**src/rtl/uart_cmd_parser_if.sv**
```systemverilog
// Byte-in / register-write-out bundle of the UART command parser.
// The slave modport is the parser side, the master modport the byte source and write sink.
interface uart_cmd_parser_if;
  logic [7:0] pi_data;
  logic       pi_flag;
  logic       wr_en;
  logic [7:0] wr_addr;
  logic [7:0] wr_data;
  logic       frame_ok;
  logic       frame_err;
  logic [1:0] err_code;
  logic       busy;

  modport master (
    output pi_data, pi_flag,
    input  wr_en, wr_addr, wr_data, frame_ok, frame_err, err_code, busy
  );

  modport slave (
    input  pi_data, pi_flag,
    output wr_en, wr_addr, wr_data, frame_ok, frame_err, err_code, busy
  );
endinterface

```
**src/rtl/uart_cmd_parser.sv**
```systemverilog
// Parses 55 AA ADDR LEN DATA[LEN] CHK frames from the UART byte stream, buffers the
// payload and replays checksum-valid frames as one register write per cycle.
module uart_cmd_parser #(
  parameter int unsigned MAX_LEN      = 16,
  parameter int unsigned TIMEOUT_CLKS = 500_000
) (
  input  logic             sys_clk,
  input  logic             sys_rst_n,
  uart_cmd_parser_if.slave bus
);

  localparam int unsigned   AW        = (MAX_LEN > 1) ? $clog2(MAX_LEN) : 1;
  localparam int unsigned   TW        = $clog2(TIMEOUT_CLKS + 1);
  localparam logic [TW-1:0] TMO_LAST  = TW'(TIMEOUT_CLKS - 1);
  localparam logic [7:0]    MAX_LEN_B = 8'(MAX_LEN);

  localparam logic [1:0] ERR_TIMEOUT  = 2'd0;
  localparam logic [1:0] ERR_BAD_LEN  = 2'd1;
  localparam logic [1:0] ERR_CHECKSUM = 2'd2;
  localparam logic [1:0] ERR_OVERRUN  = 2'd3;

  typedef enum logic [2:0] {
    S_IDLE,
    S_HDR2,
    S_ADDR,
    S_LEN,
    S_DATA,
    S_CHK,
    S_DRAIN
  } state_e;

  state_e        state_q, state_d;
  logic [7:0]    addr_q, addr_d;
  logic [7:0]    len_q, len_d;
  logic [7:0]    sum_q, sum_d;
  logic [7:0]    idx_q, idx_d;
  logic [TW-1:0] tmo_q, tmo_d;
  logic          wr_en_q, wr_en_d;
  logic [7:0]    wr_addr_q, wr_addr_d;
  logic [7:0]    wr_data_q, wr_data_d;
  logic          frame_ok_q, frame_ok_d;
  logic          frame_err_q, frame_err_d;
  logic [1:0]    err_code_q, err_code_d;
  logic          busy_q, busy_d;

  logic          buf_we_c;
  logic [7:0]    buf_rd_c;
  logic          counting_c;

  // Payload buffer; contents are don't-care until written, so no reset.
  logic [7:0] buf_mem [MAX_LEN];

  always_ff @(posedge sys_clk) begin
    if (buf_we_c) begin
      buf_mem[AW'(idx_q)] <= bus.pi_data;
    end
  end

  assign buf_rd_c = buf_mem[AW'(idx_q)];

  // State and output registers.
  always_ff @(posedge sys_clk) begin
    if (!sys_rst_n) begin
      state_q     <= S_IDLE;
      addr_q      <= '0;
      len_q       <= '0;
      sum_q       <= '0;
      idx_q       <= '0;
      tmo_q       <= '0;
      wr_en_q     <= 1'b0;
      wr_addr_q   <= '0;
      wr_data_q   <= '0;
      frame_ok_q  <= 1'b0;
      frame_err_q <= 1'b0;
      err_code_q  <= '0;
      busy_q      <= 1'b0;
    end else begin
      state_q     <= state_d;
      addr_q      <= addr_d;
      len_q       <= len_d;
      sum_q       <= sum_d;
      idx_q       <= idx_d;
      tmo_q       <= tmo_d;
      wr_en_q     <= wr_en_d;
      wr_addr_q   <= wr_addr_d;
      wr_data_q   <= wr_data_d;
      frame_ok_q  <= frame_ok_d;
      frame_err_q <= frame_err_d;
      err_code_q  <= err_code_d;
      busy_q      <= busy_d;
    end
  end

  // Next-state and output logic.
  always_comb begin
    state_d     = state_q;
    addr_d      = addr_q;
    len_d       = len_q;
    sum_d       = sum_q;
    idx_d       = idx_q;
    tmo_d       = '0;
    wr_en_d     = 1'b0;
    wr_addr_d   = wr_addr_q;
    wr_data_d   = wr_data_q;
    frame_ok_d  = 1'b0;
    frame_err_d = 1'b0;
    err_code_d  = err_code_q;
    buf_we_c    = 1'b0;

    counting_c = (state_q != S_IDLE) && (state_q != S_DRAIN);
    if (counting_c && !bus.pi_flag) begin
      tmo_d = tmo_q + TW'(1);
    end

    case (state_q)
      S_IDLE: begin
        if (bus.pi_flag && (bus.pi_data == 8'h55)) begin
          state_d = S_HDR2;
        end
      end

      // A repeated 0x55 is treated as a fresh first header byte.
      S_HDR2: begin
        if (bus.pi_flag) begin
          if (bus.pi_data == 8'hAA) begin
            state_d = S_ADDR;
          end else if (bus.pi_data != 8'h55) begin
            state_d = S_IDLE;
          end
        end
      end

      S_ADDR: begin
        if (bus.pi_flag) begin
          addr_d  = bus.pi_data;
          sum_d   = bus.pi_data;
          state_d = S_LEN;
        end
      end

      S_LEN: begin
        if (bus.pi_flag) begin
          if ((bus.pi_data == 8'h00) || (bus.pi_data > MAX_LEN_B)) begin
            frame_err_d = 1'b1;
            err_code_d  = ERR_BAD_LEN;
            state_d     = S_IDLE;
          end else begin
            len_d   = bus.pi_data;
            sum_d   = sum_q + bus.pi_data;
            idx_d   = '0;
            state_d = S_DATA;
          end
        end
      end

      S_DATA: begin
        if (bus.pi_flag) begin
          buf_we_c = 1'b1;
          sum_d    = sum_q + bus.pi_data;
          idx_d    = idx_q + 8'd1;
          if (idx_q == (len_q - 8'd1)) begin
            state_d = S_CHK;
          end
        end
      end

      S_CHK: begin
        if (bus.pi_flag) begin
          if (bus.pi_data == sum_q) begin
            idx_d   = '0;
            state_d = S_DRAIN;
          end else begin
            frame_err_d = 1'b1;
            err_code_d  = ERR_CHECKSUM;
            state_d     = S_IDLE;
          end
        end
      end

      // The output register doubles as the buffer's read register.
      S_DRAIN: begin
        if (idx_q == len_q) begin
          frame_ok_d = 1'b1;
          state_d    = S_IDLE;
        end else begin
          wr_en_d   = 1'b1;
          wr_addr_d = addr_q + idx_q;
          wr_data_d = buf_rd_c;
          idx_d     = idx_q + 8'd1;
        end
        if (bus.pi_flag) begin
          frame_err_d = 1'b1;
          err_code_d  = ERR_OVERRUN;
        end
      end

      default: state_d = S_IDLE;
    endcase

    // Expiry only when no byte arrives this cycle; a byte always wins.
    if (counting_c && !bus.pi_flag && (tmo_q == TMO_LAST)) begin
      frame_err_d = 1'b1;
      err_code_d  = ERR_TIMEOUT;
      state_d     = S_IDLE;
    end

    busy_d = (state_d != S_IDLE) || frame_ok_d;
  end

  assign bus.wr_en     = wr_en_q;
  assign bus.wr_addr   = wr_addr_q;
  assign bus.wr_data   = wr_data_q;
  assign bus.frame_ok  = frame_ok_q;
  assign bus.frame_err = frame_err_q;
  assign bus.err_code  = err_code_q;
  assign bus.busy      = busy_q;

endmodule

```
**src/flat_wrapper.sv**
```systemverilog
// flat-port wrapper written by rule: the top's interface ports become plain ports
module uart_cmd_parser_flat 
#(
  parameter int unsigned MAX_LEN      = 16,
  parameter int unsigned TIMEOUT_CLKS = 500_000
)
  (sys_clk, sys_rst_n, bus_pi_data, bus_pi_flag, bus_wr_en, bus_wr_addr, bus_wr_data, bus_frame_ok, bus_frame_err, bus_err_code, bus_busy);
  uart_cmd_parser_if bus_i ();
  input  logic sys_clk;
  input  logic sys_rst_n;
  input wire logic [$bits(bus_i.pi_data)-1:0] bus_pi_data;
  input wire logic [$bits(bus_i.pi_flag)-1:0] bus_pi_flag;
  output wire logic [$bits(bus_i.wr_en)-1:0] bus_wr_en;
  output wire logic [$bits(bus_i.wr_addr)-1:0] bus_wr_addr;
  output wire logic [$bits(bus_i.wr_data)-1:0] bus_wr_data;
  output wire logic [$bits(bus_i.frame_ok)-1:0] bus_frame_ok;
  output wire logic [$bits(bus_i.frame_err)-1:0] bus_frame_err;
  output wire logic [$bits(bus_i.err_code)-1:0] bus_err_code;
  output wire logic [$bits(bus_i.busy)-1:0] bus_busy;
  assign bus_i.pi_data = bus_pi_data;
  assign bus_i.pi_flag = bus_pi_flag;
  assign bus_wr_en = bus_i.wr_en;
  assign bus_wr_addr = bus_i.wr_addr;
  assign bus_wr_data = bus_i.wr_data;
  assign bus_frame_ok = bus_i.frame_ok;
  assign bus_frame_err = bus_i.frame_err;
  assign bus_err_code = bus_i.err_code;
  assign bus_busy = bus_i.busy;
  uart_cmd_parser #(.MAX_LEN(MAX_LEN), .TIMEOUT_CLKS(TIMEOUT_CLKS)) u_core (.sys_clk(sys_clk), .sys_rst_n(sys_rst_n), .bus(bus_i));
endmodule
```
**config.mk**
```make
export PLATFORM = sky130hd
export DESIGN_NAME = uart_cmd_parser_flat
export DESIGN_NICKNAME = d
export VERILOG_FILES = /design/src/rtl/uart_cmd_parser_if.sv /design/src/rtl/uart_cmd_parser.sv /design/src/flat_wrapper.sv
export SDC_FILE = /design/constraint.sdc
export NUM_CORES = 1
export LEC_CHECK = 0
export ABC_AREA = 1
export CORE_MARGIN = 4
export CORE_UTILIZATION = 25
export CTS_CLUSTER_SIZE = 8
export DETAILED_ROUTE_END_ITERATION = 8
export PLACE_DENSITY = 0.45
export SLEW_MARGIN = 10
export SYNTH_ARGS = -nofsm -noshare
export SYNTH_HDL_FRONTEND = slang
export SYNTH_SLANG_ARGS = --single-unit
```
**constraint.sdc**
```tcl
create_clock -name sys_clk -period 2.8 [get_ports sys_clk]
set_input_delay 0.56 -clock sys_clk [delete_from_list [all_inputs] [get_ports sys_clk]]
set_output_delay 0.56 -clock sys_clk [all_outputs]
set_load 0.03 [all_outputs]
```
Yosys cells after proc, flatten, opt, wreduce, memory -nomap -nowiden

Memory sizes are Yosys's and may differ from the RTL's. A register that Yosys moved wholly into a read port is not among the register bits.
Cells that the tools add are included.

Register bits: 68
RAM bits: 128
Input bits: 11
Output and inout bits: 22
Word-level logic and storage cells: 115
Memories kept: 1

Add/sub/neg operators: 5
Magnitude comparators: 1
Eq/ne operators: 24
Mux-type cells: 45
Bitwise logic cells: 3
Reduce and logical (&&, ||, !) cells: 24

Memories:

| name           | words | bits a word | rd ports | clocked after Yosys merged registers in | write ports | line                  | text |
|---|---|---|---|---|---|---|---|
| u_core.buf_mem | 16    | 8           | 1        | 1                                       | 1           | uart_cmd_parser.sv:51 | `logic [7:0] buf_mem [MAX_LEN];` |

Operators with widths:

| kind                  | count |
|---|---|
| $mux 8                | 10 |
| $mux 3                | 13 |
| $pmux 8 s4            | 1 |
| $eq 8x8->1            | 3 |
| $pmux 8 s3            | 1 |
| $pmux 3 s7            | 1 |
| $add 19x1->19 const B | 1 |
| $eq 19x19->1 const B  | 1 |
| $add 8x8->8           | 2 |
| $ne 2x2->1 const B    | 8 |
| $mux 1                | 12 |
| $reduce_bool 3->1     | 4 |
| $mux 2                | 5 |
| $eq 3x3->1 const B    | 3 |
| $add 8x1->8 const B   | 1 |
| $eq 8x7->1 const B    | 1 |
| $eq 8x8->1 const B    | 1 |
| $gt 8x5->1 const B    | 1 |
| $logic_not 8->1       | 1 |
| $ne 8x7->1 const B    | 1 |
| $reduce_and 2->1      | 4 |
| $sub 8x1->8 const B   | 1 |
| $reduce_and 7->1      | 1 |
| $eq 3x2->1 const B    | 2 |
| 15 further kinds      | 23 |

Longest topological paths before layout

Gate-level depths: netlist (run 1).

Word-level depth: 8
Gate-level depth with buffers: 13
Gate-level depth less buffers: 13

Least setup slack after synthesis (run 1)

Ideal clock, no wire load.

Path type: register to register
From: register u_core.idx_q[3]
To: memory u_core.buf_mem[11][0], enable pin
Setup time: 0.383 ns
Arrival: 1.639 ns
Slack: 0.777 ns
Cell stages (with the launch flop): 6
Period minus slack after synthesis: 2.023 ns
Cell sequence: dfxtp_1 -> buf_2 -> inv_2 -> nor2_1 -> inv_1 -> nor3_1

RTL lines:

| what                   | line                  | text |
|---|---|---|
| from (decl)            | uart_cmd_parser.sv:36 | `logic [7:0] idx_q, idx_d;` |
| from (signal assigned) | uart_cmd_parser.sv:82 | `idx_q <= idx_d;` |
| to (decl)              | uart_cmd_parser.sv:51 |  |

Straight into the memory's write port.

Final worst setup path (run 1)

From: input bus_pi_data[1]
To: register u_core.idx_q[5]

Word-level cells in the longest chain between the ends: 4
Elaborated cells between the ends (all ways): 7
Classes of those cells: 1 x order compare; 3 x eq/ne; 3 x reduce/logical

RTL lines:

| what                                                 | line                   | text |
|---|---|---|
| from (decl)                                          | flat_wrapper.sv:11     | `input wire logic [$bits(bus_i.pi_data)-1:0] bus_pi_data;` |
| $gt 8x5->1 / $logic_not 8->1 (equally long branches) | uart_cmd_parser.sv:143 | `if ((bus.pi_data == 8'h00) \|\| (bus.pi_data > MAX_LEN_B)) begin` |
| $logic_or 1x1->1                                     | uart_cmd_parser.sv:143 |  |
| $ne 2x2->1 (no line)                                 | -                      |  |
| $reduce_and 7->1 (no line) *                         | -                      |  |

Every way passes the cells marked *; elsewhere a longest branch is shown, timed or not.
A chain may end at the register's enable or synchronous reset.

==> results of run 1 <==
[logic make-up (layout without fill, tap and decap cells)]
kind of cell / count (synthesis) / count (layout) / share of synthesized area, %
AOI/OAI and AO/OA: 242 / 242 / 13.6
adders and majority gates: 22 / 22 / 3.06
and+or+nand+nor: 425 / 425 / 19.8
xor gates and xnor gates: 17 / 17 / 1.57
DFF: 204 / 204 / 56.5
buffers and inverters: 124 / 223 / 5.48
[sequential cells by signal, indices dropped and copies added, names as in the netlist, 8 cells and up]
signal	cells
u_core.tmo_q	19
u_core.idx_q	8
u_core.sum_q	8
u_core.buf_mem	128
u_core.len_q	8
u_core.bus.wr_data	8
u_core.bus.wr_addr	8
u_core.addr_q	8
[cell type report]
class	count	area, um2
fillers	3961	26100
inverters	88	330
multi-input cells	706	3610
flip-flops and latches	204	5370
clock buffers	49	821
repair buffers	85	718
well taps	511	639
clock inverters	1	20.0
[power groups by stage]
stage | Sequential (mW) | Clock, mW | Combinational, mW
5_1_grt | 3.19 | 3.52 | 0.155
3_5_place_dp | 3.25 | 0 | 0.142
6_report | 3.19 | 3.28 | 0.141
2_1_floorplan | 3.25 | 0 | 0.0434
3_3_place_gp | 3.25 | 0 | 0.142
4_1_cts | 3.19 | 3.38 | 0.142
[through the flow]
stage	std cells	total power, mW	worst slack [ns]
after CTS	1644	6.72	0.518
after floorplan	1034	3.30	0.777
after global placement	1594	3.40	-0.0137
after detailed placement	1594	3.39	-0.0524
final	1644	6.61	0.511
after global routing	1644	6.86	0.317
[cell usage in the layout (no fill, tap or decap), drive strengths merged, types with 16 or more instances in the layout]
master         netlist  routed
edfxtp             128     128
o22ai               33      33
dfxtp               76      76
inv                 88      89
a21oi               83      83
nor2               157     157
ha                  20      20
nand3               46      46
nand4               16      16
buf                 16      53
o21ai              117     117
nor3                17      17
clkdlybuf4s50        0      32
clkbuf              19      49
nand2              177     177
[per-layer routing]
layer	GRT usage [%]	vias up	wire, um
met3	2.08	44	1160
met4	3.52	0	694
met1	17.7	3518	12700
met2	21.3	143	12300
met5	0	-	0
li1	-	3711	-
[path summary, 6_finish.rpt]
check / from / to / slack, ns / cells after the start
worst max-delay path: bus_pi_data[1] / u_core.idx_q[5] / 0.51 / 12
worst min register to register: u_core.tmo_q[0] / u_core.tmo_q[0] / 0.46 / 1
worst max register to register: u_core.idx_q[2] / u_core.bus.wr_addr[1] / 0.65 / 8
worst min-delay path: u_core.tmo_q[0] / u_core.tmo_q[0] / 0.46 / 1
==> impl_metrics.ini, run 1 <==
[floorplan]
initial_core_util_pct = 25.3
ioPinCount = 33
fp-row-count = 71
core_area_um2 = 37600
die_x_um = 203
die_area_um2 = 41200
die_y_um = 203

[timing]
worst_pin_slew_ns = 1.07
hold_viol_final = 0
setup_viol = 0
fmax_ghz = 0.437
finalCritPeriodShare_pct = 81.7
setup-tns-final_ns = 0
period_needed_ns = 2.29
clock_skew_ns = 0.0163
finalMaxSlewViolations = 0
rsz0062_at_grt = no
whs_ns = 0.459
maxSlewHeadroom_pct = 28.7

[critical_path]
worst_path_largest_cell_delay_ns = 0.67
worst-endpoint-required_ns = 3.20
setup.worst_path.end_class = flip-flop
critPathLaunchType = input port
cp_common_cell = nand2_1
crit_path_top_delay_cell = clkdlybuf4s50_1
cp_data_arrival_time_ns = 2.69
cpLargestDelayFamily = simple AND/OR/NAND/NOR gates
crit_fanout = 9
crit_chain = clkdlybuf4s50_1, ha_1, nor2_1, nand2_1, nor2_1, nand2_1, nand2_1, nand3_2, nor2_4, nand2_4, nand2_1, a21oi_1
crit_type = input port to flip-flop
path_buf_inv = 1

[grt]
grt_max_degree = 66
overflow = 0
grt_pass1_wl_mm = 42.5
track_usage_pct = 12.9
antenna_found_initial = 0
grt_pass1_vias = 7479

[layout]
utilization_pct = 30.6
area_growth_pct = 21.2
drive_above_1_share_pct = 11.3
stdcell_area_um2 = 11500
antenna_cells = 0
final_nets = 1147

[placed_design]
io_buffers = 32
dp_hpwl_mm = 18.0
postPlaceCellArea_um2 = 10700
gp_congestion = 0.824

[yosys]
synth_seq_cells = 204
yosys.area.top_type = edfxtp_1
synth_edf_count = 128
syn_area_per_cell_um2 = 9.19
yosys_warnings = 0
synthCells = 1034
synth_commonest_cells = 173 x nand2_1, 148 x nor2_1, 128 x edfxtp_1
syn_nets = 1067
synth_area_um2 = 9500
seq_area_frac_synth_pct = 56.5
netlist-cell-type-count = 43
synth_top_area_share_pct = 40.5
yosys_most_used_dff = edfxtp_1
ys_async_sr_fraction_pct = 0
yosysMostFrequentCell = nand2_1
synth_area_leaders = edfxtp_1 40%, dfxtp_1 16%, nand2_1 6.8%, o21ai_0 6.1%, nor2_1 5.8%

[power_and_ir_drop]
power_frac_seq_pct = 48.3
swShare_pct = 21.3
pwr-share-clk_pct = 49.6
internal-power_mw = 5.21
p_per_area_nw_per_um2 = 575
ir_drop_uv = 393
p_switching_mw = 1.41
comb_power_share_pct = 2.1
p_leak_nw = 4.29

[clock_network]
insertion_delay_ns = 0.55
cts_hold_buffers = 0
cts_sinks = 204
cts_buffers = 29
clkTransAtPathRegs_ns = 0.05
clk_path_buf_depth = 3
cts_setup_buffers = 0
cts_root_buf = clkbuf_16
post_cts_resized = 0
cts_tree = done
htree_levels = 1

[flow_run]
maxCapViolations = 0

[drt]
dr.pass1.iters = 5
wire_per_inst_um = 16.3
antenna_left = 0
drt_iter0_drc = 475
post_drt_via_cell_ratio = 4.51
drcViolationCount = 0
wl_mm = 26.9
via_count = 7416

[outcome]
outcome = complete, no violations

[min_path]
hold_class = flip-flop to flip-flop
Power figures use the tool's default switching activity.
==> run 2: changes to the inputs <==
--- a/config.mk
+++ b/config.mk
@@ -10,7 +10,7 @@
 export CORE_UTILIZATION = 25
 export CTS_CLUSTER_SIZE = 8
 export DETAILED_ROUTE_END_ITERATION = 8
-export PLACE_DENSITY = 0.45
+export PLACE_DENSITY = 0.47
 export SLEW_MARGIN = 10
 export SYNTH_ARGS = -nofsm -noshare
 export SYNTH_HDL_FRONTEND = slang
==> constraint.sdc (replaced) <==
create_clock -name sys_clk -period 1.85 [get_ports sys_clk]
set_input_delay 0.37 -clock sys_clk [delete_from_list [all_inputs] [get_ports sys_clk]]
set_output_delay 0.37 -clock sys_clk [all_outputs]
set_load 0.03 [all_outputs]
==> run 2 against run 1 <==
Clock skew fell by 0.0027 ns. Routed wire length increased by 0.78%. Sequential power rose by 51%.
==> impl_metrics.ini, run 2 (synthesis results as in run 1) <==
[layout]
final_nets = 1209
largest_reg_flops = 128
utilization_pct = 32.7
antenna_cells = 0
layout_commonest_cell = nand2_1
drive_above_1_share_pct = 19.5
fin_cells = 1705
reg.largest.list = u_core.buf_mem x128, u_core.tmo_q x19
regMostFlops = u_core.buf_mem
area_growth_pct = 29.5
layout_common_cells = 169 x nand2_1, 142 x nor2_1, 128 x edfxtp_1

[critical_path]
r2r-end = u_core.idx_q[3]
r2r-start = u_core.sum_q[5]
crit_type = flip-flop to flip-flop
setup.worst_path.end_class = flip-flop
worst-r2r-cell-count = 12
crit_fanout = 4
worst-endpoint-required_ns = 2.34
r2r_slack_ns = 0.12
cp_data_arrival_time_ns = 2.22
critPathLaunchType = flip-flop

[grt]
busiest_layer = met2
track_usage_pct = 13.0
grt_use_met3_pct = 2.06
overflow = 0
met2_usage_pct = 21.7
gr-usage-met1_pct = 17.9
grt_max_degree = 53
grt_pass1_wl_mm = 42.9
grt_pass1_vias = 7641
antenna_found_initial = 1

[timing]
finalCritPeriodShare_pct = 93.4
period_needed_ns = 1.73
finalMaxSlewViolations = 0
hold_viol_final = 0
maxSlewHeadroom_pct = 75.1
rsz0062_at_grt = yes
clock_skew_ns = 0.0136
worst_pin_slew_ns = 0.376
setup_viol = 0
fmax_ghz = 0.579

[placed_design]
place_inst = 1648
dp_hpwl_mm = 18.3
gp_congestion = 0.786
io_buffers = 32

[power_and_ir_drop]
p_leak_nw = 4.79
p_per_area_nw_per_um2 = 809
ir_drop_uv = 600
total_power_mw = 9.95

[floorplan]
fp-row-count = 71
die_x_um = 203
die_area_um2 = 41200
die_y_um = 203
ioPinCount = 33
core_area_um2 = 37600
initial_core_util_pct = 25.3

[drt]
via_count = 7658
wire_per_inst_um = 15.9
antenna_left = 0
drcViolationCount = 0
drt_iter0_drc = 417
wl_mm = 27.1
post_drt_via_cell_ratio = 4.49
dr.pass1.iters = 5

[min_path]
hold_class = input port to flip-flop
hold_start = bus_pi_data[1]
holdPathStages = 3
min_to = u_core.buf_mem[6][1]

[clock_network]
cts_root_buf = clkbuf_16
clk_path_buf_depth = 3
clkTransAtPathRegs_ns = 0.05
cts_sinks = 204
cts_buffers = 29
cts_tree = done
cts_hold_buffers = 0
insertion_delay_ns = 0.55
htree_levels = 1

[outcome]
outcome = complete, no violations

[flow_run]
maxCapViolations = 0
==> run 2: cell count changes in the layout (fill, tap and decap cells not counted), moves of 10 or more <==
cell | before | now
dlygate4sd2_1 | 0 | 25
dfxtp_1 | 75 | 63
dfxtp_2 | 1 | 11
clkdlybuf4s50_1 | 32 | 3
buf_4 | 53 | 102
==> run 2: worst max path at each step <==
stage                     cells after the start                    end             from
after floorplan                               9  u_core.bus.wr_addr[6]  u_core.idx_q[1]
after global placement                       14        u_core.idx_q[0]   bus_pi_data[2]
after detailed placement                     13        u_core.idx_q[2]   bus_pi_data[2]
after CTS                                    12        u_core.idx_q[0]  u_core.sum_q[3]
after global routing                         12        u_core.idx_q[5]  u_core.sum_q[5]
final                                        12        u_core.idx_q[3]  u_core.sum_q[5]
==> run 2: final cells by class <==
class,count,area (um2)
Inverter,88,330
Clock inverter,2,25.0
Sequential cell,204,5390
Multi-Input combinational cell,706,3830
Clock buffer,47,793
Tap cell,511,639
Fill cell,3916,25300
Timing Repair Buffer,147,1300
==> run 2: what timing repair did <==
| item | CTS | global route |
|---|---|---|
| pin swaps | 5 | 15 |
| cloned | 1 | 0 |
| gates resized for setup | 45 | 42 |
| endpoints found under the setup margin | 34 | 72 |
| buffers inserted | 1 | 6 |
==> run 2: metrics by stage <==
step	worst slack (ns)	hold WS (ns)	TNS [ns]	cell area, um2
6_report	0.122	0.281	0	12300
3_5_place_dp	-0.741	0.450	-34.08	11200
2_1_floorplan	0.0224	0.429	0	9520
5_1_grt	-0.0193	0.277	-0.0677	12300
4_1_cts	0.00705	0.461	0	12100
3_3_place_gp	-0.742	0.445	-34.00	11200
==> run 2: power by group <==
part	internal [mW]	switching, mW
sequential	4.83	0.0000781
clock	2.90	1.96
combinational	0.104	0.163
==> run 2: worst max-delay path: stages, from the launching register on <==
cell,delay (ns)
dfxtp_2,0.35
ha_4,0.21
nor2_4,0.10
nand2_2,0.07
nor2_4,0.14
nand2_1,0.06
nand2_1,0.07
nand3_2,0.08
nor2_4,0.15
buf_12,0.13
buf_16,0.10
nand3_1,0.06
a21oi_1,0.14
==> run 2: per-layer routing <==
metal,share of wire (%),up-vias,wire length (um)
li1,-,3844,-
met1,47,3644,12800
met2,47,131,12800
met3,3.5,39,953
met4,1.8,0,496
met5,0,-,0
